==> src/rtl/timer0_unit.sv <==
// 8051 Timer/Counter 0 with its SFRs: TCON (TF0/TR0), TMOD low nibble, TL0 and TH0.
// TF0 feeds the interrupt controller and is cleared by its acknowledge.
// Build option: define T0_GATE_EN to implement TMOD.GATE (int0_pin gating).
// Without it GATE reads 0 and ignores writes, so int0_pin has no effect.
module timer0_unit #(
    parameter int unsigned PRESCALE = 12
) (
    input  logic       clock,
    input  logic       reset,
    input  logic       sfr_we,
    input  logic [7:0] sfr_addr,
    input  logic [7:0] sfr_wdata,
    output logic [7:0] sfr_rdata,
    output logic       sfr_hit,
    input  logic       t0_pin,
    input  logic       int0_pin,
    input  logic       tf0_ack,
    output logic       tf0
);

    localparam int unsigned   PsW    = $clog2(PRESCALE);
    localparam logic [PsW-1:0] PsLast = PsW'(PRESCALE - 1);

    localparam logic [7:0] AddrTcon = 8'h88;
    localparam logic [7:0] AddrTmod = 8'h89;
    localparam logic [7:0] AddrTl0  = 8'h8A;
    localparam logic [7:0] AddrTh0  = 8'h8C;

    logic [7:0]     tl0_q, tl0_d;
    logic [7:0]     th0_q, th0_d;
    logic [3:0]     tmod_q, tmod_d;
    logic           tr0_q, tr0_d;
    logic           tf0_q, tf0_d;
    logic [PsW-1:0] ps_q, ps_d;
    logic           t0_s1_q, t0_s2_q, t0_prev_q;
    logic           int0_s1_q, int0_s2_q;

    logic       we_tcon, we_tmod, we_tl0, we_th0;
    logic       tick, t0_fall, gate, count_ev, ovf;
    logic       gate_wr;
    logic [7:0] cnt_tl, cnt_th;

    assign we_tcon = sfr_we && (sfr_addr == AddrTcon);
    assign we_tmod = sfr_we && (sfr_addr == AddrTmod);
    assign we_tl0  = sfr_we && (sfr_addr == AddrTl0);
    assign we_th0  = sfr_we && (sfr_addr == AddrTh0);

    assign tick    = (ps_q == PsLast);
    assign t0_fall = t0_prev_q & ~t0_s2_q;
    assign gate    = tmod_q[3];
    assign count_ev = tr0_q & (~gate | int0_s2_q) & (tmod_q[2] ? t0_fall : tick);
    assign tf0     = tf0_q;

`ifdef T0_GATE_EN
    assign gate_wr = sfr_wdata[3];
`else
    assign gate_wr = 1'b0;
`endif

    // Counter value after one count event in the current mode, and whether it overflows
    always_comb begin
        cnt_tl = tl0_q;
        cnt_th = th0_q;
        ovf    = 1'b0;
        case (tmod_q[1:0])
            2'd0: begin
                cnt_tl = {tl0_q[7:5], tl0_q[4:0] + 5'd1};
                if (tl0_q[4:0] == 5'h1F) begin
                    cnt_th = th0_q + 8'd1;
                    ovf    = (th0_q == 8'hFF);
                end
            end
            2'd1: begin
                {cnt_th, cnt_tl} = {th0_q, tl0_q} + 16'd1;
                ovf = ({th0_q, tl0_q} == 16'hFFFF);
            end
            2'd2: begin
                if (tl0_q == 8'hFF) begin
                    cnt_tl = th0_q;
                    ovf    = 1'b1;
                end else begin
                    cnt_tl = tl0_q + 8'd1;
                end
            end
            default: begin
                // Mode 3: only TL0 runs; TH0 holds
                cnt_tl = tl0_q + 8'd1;
                ovf    = (tl0_q == 8'hFF);
            end
        endcase
    end

    // Next-state: SFR writes beat count updates per byte; overflow beats every TF0 source
    always_comb begin
        ps_d   = tick ? '0 : ps_q + PsW'(1);
        tl0_d  = we_tl0 ? sfr_wdata : (count_ev ? cnt_tl : tl0_q);
        th0_d  = we_th0 ? sfr_wdata : (count_ev ? cnt_th : th0_q);
        tmod_d = we_tmod ? {gate_wr, sfr_wdata[2:0]} : tmod_q;
        tr0_d  = we_tcon ? sfr_wdata[4] : tr0_q;
        if (count_ev && ovf) begin
            tf0_d = 1'b1;
        end else if (we_tcon) begin
            tf0_d = sfr_wdata[5];
        end else if (tf0_ack) begin
            tf0_d = 1'b0;
        end else begin
            tf0_d = tf0_q;
        end
    end

    // State registers, input synchronisers and prescaler
    always_ff @(posedge clock) begin
        if (reset) begin
            tl0_q     <= 8'h00;
            th0_q     <= 8'h00;
            tmod_q    <= 4'h0;
            tr0_q     <= 1'b0;
            tf0_q     <= 1'b0;
            ps_q      <= '0;
            t0_s1_q   <= 1'b1;
            t0_s2_q   <= 1'b1;
            t0_prev_q <= 1'b1;
            int0_s1_q <= 1'b1;
            int0_s2_q <= 1'b1;
        end else begin
            tl0_q     <= tl0_d;
            th0_q     <= th0_d;
            tmod_q    <= tmod_d;
            tr0_q     <= tr0_d;
            tf0_q     <= tf0_d;
            ps_q      <= ps_d;
            t0_s1_q   <= t0_pin;
            t0_s2_q   <= t0_s1_q;
            t0_prev_q <= t0_s2_q;
            int0_s1_q <= int0_pin;
            int0_s2_q <= int0_s1_q;
        end
    end

    // Combinational SFR read mux; live values, 0x00 on a miss
    always_comb begin
        sfr_rdata = 8'h00;
        sfr_hit   = 1'b1;
        case (sfr_addr)
            AddrTcon: sfr_rdata = {2'b00, tf0_q, tr0_q, 4'h0};
            AddrTmod: sfr_rdata = {4'h0, tmod_q};
            AddrTl0:  sfr_rdata = tl0_q;
            AddrTh0:  sfr_rdata = th0_q;
            default:  sfr_hit   = 1'b0;
        endcase
    end

endmodule
==> config.mk <==
export PLATFORM = sky130hd
export DESIGN_NAME = timer0_unit
export DESIGN_NICKNAME = d
export VERILOG_FILES = /design/src/rtl/timer0_unit.sv
export SDC_FILE = /design/constraint.sdc
export NUM_CORES = 1
export LEC_CHECK = 0
export ABC_AREA = 1
export ABC_CLOCK_PERIOD_IN_PS = 3000
export BUFFER_PORTS_ARGS = -buffer_cell sky130_fd_sc_hd__buf_2
export CAP_MARGIN = 20
export CORE_ASPECT_RATIO = 0.6
export CORE_MARGIN = 3
export CORE_UTILIZATION = 55
export DETAILED_ROUTE_END_ITERATION = 10
export GPL_ROUTABILITY_DRIVEN = 0
export HOLD_SLACK_MARGIN = 0.1
export PLACE_DENSITY_LB_ADDON = 0.05
export SLEW_MARGIN = 20
export SYNTH_ARGS = -nofsm -noshare
export SYNTH_HDL_FRONTEND = slang
export SYNTH_SLANG_ARGS = --single-unit
==> constraint.sdc <==
create_clock -name clock -period 3 [get_ports clock]
set_input_delay 0.3 -clock clock [delete_from_list [all_inputs] [get_ports clock]]
set_output_delay 0.3 -clock clock [all_outputs]
set_load 0.01 [all_outputs]
==> run summary, run 1 <==
The leading area contributor after synthesis is dfxtp_1. The share of post-route cells with drive strength above 1 came out at between 20% and 30%. The setup TNS came out at 0 ps. Among cell families on the critical path, the largest total delay comes from simple AND/OR/NAND/NOR gates. The via count of the first global-routing pass came to between 1500 and 2000.

In the final routed layout, each cell accounts on average for 14.03 microns. The number of cells produced by synthesis came out at 333. Summed over all layers, the global routing overflow is 0. The final worst clock skew is between 6 and 7 ps. Once routing completed, OpenROAD measured the worst setup slack at 1052 ps. The total vias in the final route is roughly 2200.

The XOR/XNOR share of the synthesized area is roughly 1.3%. The internal power summed over all cells came out at about 0.58 mW. Relative to the synthesized area, the layout overhead comes to 12.80%. After detailed routing, the number of remaining DRC violations is 0. The initial detailed-routing violation count came out at approximately 220. The worst setup path is launched from a flip-flop. Row generation in the floorplan step produced 16 rows. The post-synthesis simple-gate area fraction came out at a little over two fifths. Summing the areas of all compound-gate instances in the mapped netlist gives between 10 and 15% of the synthesized area. The final net count is around 390. The arrival time at the worst endpoint came out at 2140 ps. The overall power consumption came out at 0.7462 mW. The number of synthesized register bits came out at 28.

Yosys mapped the design onto 35 distinct sky130hd cell types. The first global-routing pass estimated around 8.9 mm of wire. The number of buffers on the longest clock path is 2.

The number of iterations in the first detailed-routing pass came out at 5. The number of buffers and inverters on the critical path came out at 4. The vertical die dimension came out at between 50 and 60 microns.

The transition at the pin with the smallest max-transition slack came out at ~520 ps. The max-capacitance violation count is 0. In this run the tightest slew margin relative to its limit is between 60% and 70%. The pin count of the biggest net entering global routing came out at 17. The maximum fanout along the worst path came out at 4. STA classifies the critical path endpoint as a flip-flop.

Walking the worst path, the cells encountered are ha_1 -> nand2_2 -> nor2_4 -> ha_1 -> inv_1 -> nand2_1 -> nand2_2 -> inv_1 -> nand3_4 -> nand2_1 -> inv_1 -> nand2_1 -> nand3_1 -> nand2_1 -> inv_1. The most instantiated library cell after synthesis is nand2_1. The hold buffer count at cts is 0. The tightest min-delay check is of the in -> reg type.

The area of the core is ~0.0035 sq mm. In this run the number of H-tree levels came out at 1. For this run, the total global-route usage over all layers was measured as around a quarter. The number of I/O port buffers came out at 30. Summing every instance area after synthesis gives ~0.0021 sq mm. Final hold analysis gives a worst-case slack of roughly 190 ps. From left edge to right edge, the die measures 85.81 microns. The final hold violation count is 0. The minimum clock period came out at ~1900 ps. Dividing the synthesized area by the synthesized cell count gives 6.312 sq um. The worst setup path is of the reg -> reg kind. The post-detailed-route count of antenna-violating nets is 0.

The initial antenna violation count is 0. The proportion of register bits with asynchronous set or reset after synthesis is 0%. The floorplan die area is roughly 0.0046 sq mm. The CTS buffer count came out at 3. The worst slack after detailed placement came out at between 1000 and 1500 ps.

The clock sink count is 28. After layout, the worst path uses between 60% and 70% of the clock period. By count the netlist is led by nand2_1, inv_1, nand3_1, dfxtp_1. The number of antenna diodes in the final layout is 0. The CTS clock-pin slew for the worst setup and hold paths is approximately 100 ps. The detailed placer's ending HPWL came out at between 4 and 5 mm. The logic gate share of total power came out at between 7 and 8%.

After synthesis, the share of cell area in mux cells is 0%. The switching power share of the total came out at a little under a quarter. The fraction of post-synthesis cell area in the top cell type by area came out at between 20% and 30%. The Yosys warning count came out at 0. The share of total power in the clock network came out at approximately two fifths. Setup repair after global routing left no endpoint under its margin. For this run, the leading register cell type out of synthesis is dfxtp_1. Across the VDD grid, the largest voltage drop is ~260 uV.

The number of failing setup endpoints in the final timing report is 0. The relative contribution of sequential cells to total power is approximately 51%. The average via count per standard cell is about 5.4.

The number of post-CTS setup repair buffers is 0. The number of slew-limit violations in the final report came to 0. For this run, the top clock speed supported by timing is between 500 and 600 MHz.

The adder-cell share of the synthesized area came out at approximately 2.4%. 32 I/O pins were placed. The data required time at the worst endpoint is 3190 ps. After synthesis, the cell types taking the most area are dfxtp_1, nand2_1, inv_1.

The static leakage power is roughly 1.1 nW. In this run, post-CTS repair resized a total of 0 instances. Summed over all nets, the switching power comes to between 0.15 and 0.2 mW.

The number of enable flip-flop cells after synthesis came out at 0. The largest family of logic cells by synthesized area is simple AND/OR/NAND/NOR gates. For this configuration, the core starts out at a cell density of roughly 61%. The total wire length came out at around 5.8 mm. The later-pin clock latency in the skew report came out at roughly 290 ps. The flow ran to the end, and the final reports show no timing, DRC or antenna violations.

The slowest cell on the critical path is dfxtp_1. The root buffer cell chosen for the clock tree is clkbuf_8. On the worst path, the slowest cell contributes a delay of roughly 380 ps. The proportion of synthesized chip area in sequential cells is 26.67%.

The post-synthesis net count is 359. The power density normalized to cell area came out at 314.7 mW/mm^2. The clock tree from TritonCTS is done.
==> final timing paths <==
kind	startpoint	endpoint	slack, ps	cells after the start
hold reg to reg	t0_s1_q	t0_s2_q	420	1
hold / removal	t0_pin	t0_s1_q	190	2
setup / recovery	tl0_q[0]	th0_q[4]	1050	15
setup reg to reg	tl0_q[0]	th0_q[4]	1050	15
==> area by class of cell <==
type                       instances  area, sq um
fill                             323         1092
tap                               45        56.30
multi-input combinational        241         1295
inverter                          62        237.7
clock inverter                     1        30.03
clock buffer                       3        41.29
sequential                        28        560.5
timing repair buffer              30        150.1
==> sequential cells by signal, summed over array words and instances (netlist names) <==
name	count
ps_q	4
t0_prev_q	1
t0_s1_q	1
t0_s2_q	1
tf0	1
th0_q	8
tl0_q	8
tmod_q	3
tr0_q	1
==> metal layers <==
layer	vias up	track usage, %	share of wire, %
met5	-	0	0
met4	0	4.211	1.7
met3	14	5.963	11
met2	94	39.05	40
met1	981	38.40	48
li1	1124	-	-
==> metrics by stage <==
stage	util, %	cells	area [sq um]
floorplan	-	333	2102
global placement	66.40	406	2300
detailed placement	66.40	406	2300
CTS	68.46	410	2371
global route	68.46	410	2371
finish	68.46	410	2371
==> power by group through the flow <==
stage | logic, mW | clock network [mW] | registers [mW]
4_1_cts | 0.0579 | 0.314 | 0.380
3_3_place_gp | 0.0563 | 0 | 0.388
6_report | 0.0586 | 0.308 | 0.380
3_5_place_dp | 0.0577 | 0 | 0.388
5_1_grt | 0.0658 | 0.323 | 0.380
2_1_floorplan | 0.0303 | 0 | 0.388
==> cell families (layout without fill, tap and decap cells) <==
group | after synthesis | count (layout)
AND/OR/NAND/NOR | 185 | 185
buffers and inverters | 64 | 96
AO/OA/AOI/OAI | 49 | 49
flip-flops | 28 | 28
adder cells (fa/ha/maj) | 4 | 4
XOR/XNOR | 3 | 3
==> cell usage in the layout (no fill, tap or decap), types with 5 or more instances in the layout <==
cell	instances
o21ai_1	5
buf_2	30
inv_2	5
nand3_1	34
o21ai_0	17
a21oi_1	12
dfxtp_1	28
inv_1	55
nor2_1	17
nor2_4	5
nand2_1	98
nand2_2	7
Note: power is estimated with default switching activity, not from simulation.
==> inputs of run 2 (changes only) <==
- ABC_CLOCK_PERIOD_IN_PS: 3000 -> 2000
- clock period: 3 -> 2 ns (I/O delays scaled with it)
==> run summary, run 2 (synthesis results as in run 1) <==
Most frequent cells in the layout: nand2_1, inv_1, nand3_1 (unchanged). The number of failing setup endpoints in the final timing report came out at 0 (unchanged). The setup slack of the most critical reg-to-reg path is 190 ps (was 1050 ps). Status: completed (unchanged).

The CTS buffer count was 3 (unchanged). The transition at the pin with the smallest max-transition slack is 502.7 ps (was 519.9 ps). The final hold slack is 206.9 ps (was 189.7 ps).

The global-route congestion overflow total came out at 0 (unchanged). The average via count per standard cell came out at 5.441 (was 5.398). The number of remaining DRC errors is 0 (unchanged). The most common cell after layout, fill and taps aside is nand2_1 (unchanged). The clock sink count is 28 (unchanged). The minimum setup slack in the final design came out at 192.6 ps (was 1052 ps).

The critical register-to-register path endpoint is th0_q[2] (was th0_q[4]). The initial detailed-routing violation count came out at 204 (was 221). The length in cells of the worst reg-to-reg path is 14 (was 15). The minimum clock period came to 1807 ps (was 1948 ps). The worst slack after detailed placement is 132.6 ps (was 1128 ps). The initial antenna violation count is 0 (unchanged).

The global router's overall resource usage came to 26.35% (was 25.97%). The post-detailed-route count of antenna-violating nets came out at 0 (unchanged). The utilization after layout is 70.27% (was 68.46%). The number of antenna diodes is 0 (unchanged). The final hold violation count came out at 0 (unchanged). The placement row count came out at 16 (unchanged). The largest vdd supply drop came out at 405.5 uV (was 260.1 uV). The area after detailed placement is 0.002307 sq mm (was 0.002300 sq mm). The setup TNS is 0 ps (unchanged).

The clock root buffer is clkbuf_8 (unchanged). The starting density of the core is 60.69% (unchanged). The cell depth of the worst hold path is 5 (was 2). The average wire per cell in the routed design is 14.38 microns (was 14.03 microns). The final net count is 395 (was 392). The headroom to the max-slew limit came out at 66.45% (was 65.30%).

The total instance count after detailed placement came out at 407 (was 406). The detailed placer's ending HPWL came out at 4.611 mm (was 4.599 mm). The max-capacitance violation count came out at 0 (unchanged).

The maximum fanout along the worst path was 5 (was 4). The number of buffers on the longest clock path was 2 (unchanged). The horizontal die dimension came out at 85.81 microns (unchanged).

The CTS clock-pin slew for the worst setup and hold paths was 100 ps (about the same). The endpoint of the worst hold path was th0_q[7] (was t0_s1_q). The clock tree from TritonCTS is done (unchanged). The number of top-level pins came out at 32 (unchanged). The number of cells in the finished layout apart from fillers is 413 (was 410). The total wire length is 5.938 mm (was 5.754 mm). The number of I/O port buffers came out at 30 (unchanged). The share of the clock period used by the worst path after layout is 90.37% (was 64.94%).

RSZ-0062 raised after global routing: false (unchanged). The data required time at the worst endpoint came out at 2230 ps (was 3190 ps). The launch instance of the worst min-delay path is sfr_wdata[7] (was t0_pin).

The later-pin clock latency in the skew report came out at 290 ps (about the same). The first-pass GRT wire length came out at 9.190 mm (was 8.928 mm). The endpoint type of the worst setup path is a flip-flop (unchanged).

The start point of the critical path is tl0_q[0] (unchanged). The critical path startpoint category was a flip-flop (unchanged). The startpoint of the lowest-slack register-to-register path is tl0_q[0] (unchanged). The share of post-route cells with drive strength above 1 came out at 22.28% (was 20.00%). The pin count of the biggest net entering global routing is 17 (unchanged). The floorplan die area came to 0.004624 sq mm (unchanged). The number of iterations in the first detailed-routing pass came to 6 (was 5). The final instance area came out at 0.002434 sq mm (was 0.002371 sq mm).

The relative area change from synthesis to final layout was 15.77% (was 12.80%). Biggest regs: th0_q: 8 flops, tl0_q: 8 flops, ps_q: 4 flops (unchanged). The number of slew-limit violations in the final report is 0 (unchanged). The static leakage power came out at 1.116 nW (was 1.110 nW).

The overall power consumption is 1.117 mW (was 0.7462 mW). The class of the tightest hold or removal check was in -> reg (unchanged). The vertical die dimension is 53.89 microns (unchanged). The via count of the first global-routing pass was 1917 (was 1867). The highest clock rate came to 553.3 MHz (was 513.3 MHz). The final worst clock skew is 8.470 ps (was 6.095 ps). The category of the most critical setup path is reg -> reg (unchanged).

The H-tree level count is 1 (unchanged). The power density normalized to cell area came to 459.2 mW/mm^2 (was 314.7 mW/mm^2). The arrival time at the worst endpoint is 2040 ps (was 2140 ps). The total vias in the final route was 2247 (was 2213). The area of the core is 0.003463 sq mm (unchanged).
## run 2: power breakdown
part	switching [mW]	internal, mW	total (mW)
Sequential	0.00422	0.563	0.567
Clock	0.193	0.269	0.461
Combinational	0.0586	0.0309	0.0895
Total	0.255	0.862	1.12
## run 2: worst max-delay path by stage
stage / cells after the start / endpoint / slack [ps]
final: 14 / th0_q[2] / 190
after global routing: 14 / th0_q[2] / 20
after CTS: 15 / th0_q[4] / 100
after detailed placement: 15 / th0_q[4] / 130
after global placement: 15 / th0_q[4] / 160
after floorplan: 15 / th0_q[6] / 360
## run 2: per-layer routing
metal | global-route usage, % | routed length, microns | up-vias
met5 | 0 | 0 | -
met4 | 5.789 | 104 | 0
met3 | 4.740 | 624 | 15
met2 | 39.30 | 2338 | 122
met1 | 39.39 | 2870 | 978
li1 | - | - | 1132
## run 2: critical path, cell delays in order, from the launching register on
cell	delay [ps]
dfxtp_4	390
ha_4	140
nand2_2	70
nor2_4	170
ha_4	150
inv_1	40
nand2_2	80
nand2_2	70
inv_2	70
nand3_4	110
nor2_4	170
nand2_1	60
nor2_1	100
nor2_1	50
nor2_1	80
## run 2: what timing repair did
action	in CTS	in global routing
setup endpoints to repair	0	5
hold buffers	1	0
endpoints found under the hold margin	1	0
resized for setup	0	11
buffers inserted	0	1
## run 2: cell type report
class | count | area (sq um)
inverters | 62 | 237.7
fillers | 321 | 1030
clock inverters | 1 | 30.03
well taps | 45 | 56.30
multi-input cells | 241 | 1325
flip-flops and latches | 28 | 568.0
repair buffers | 33 | 175.2
clock buffers | 3 | 41.29
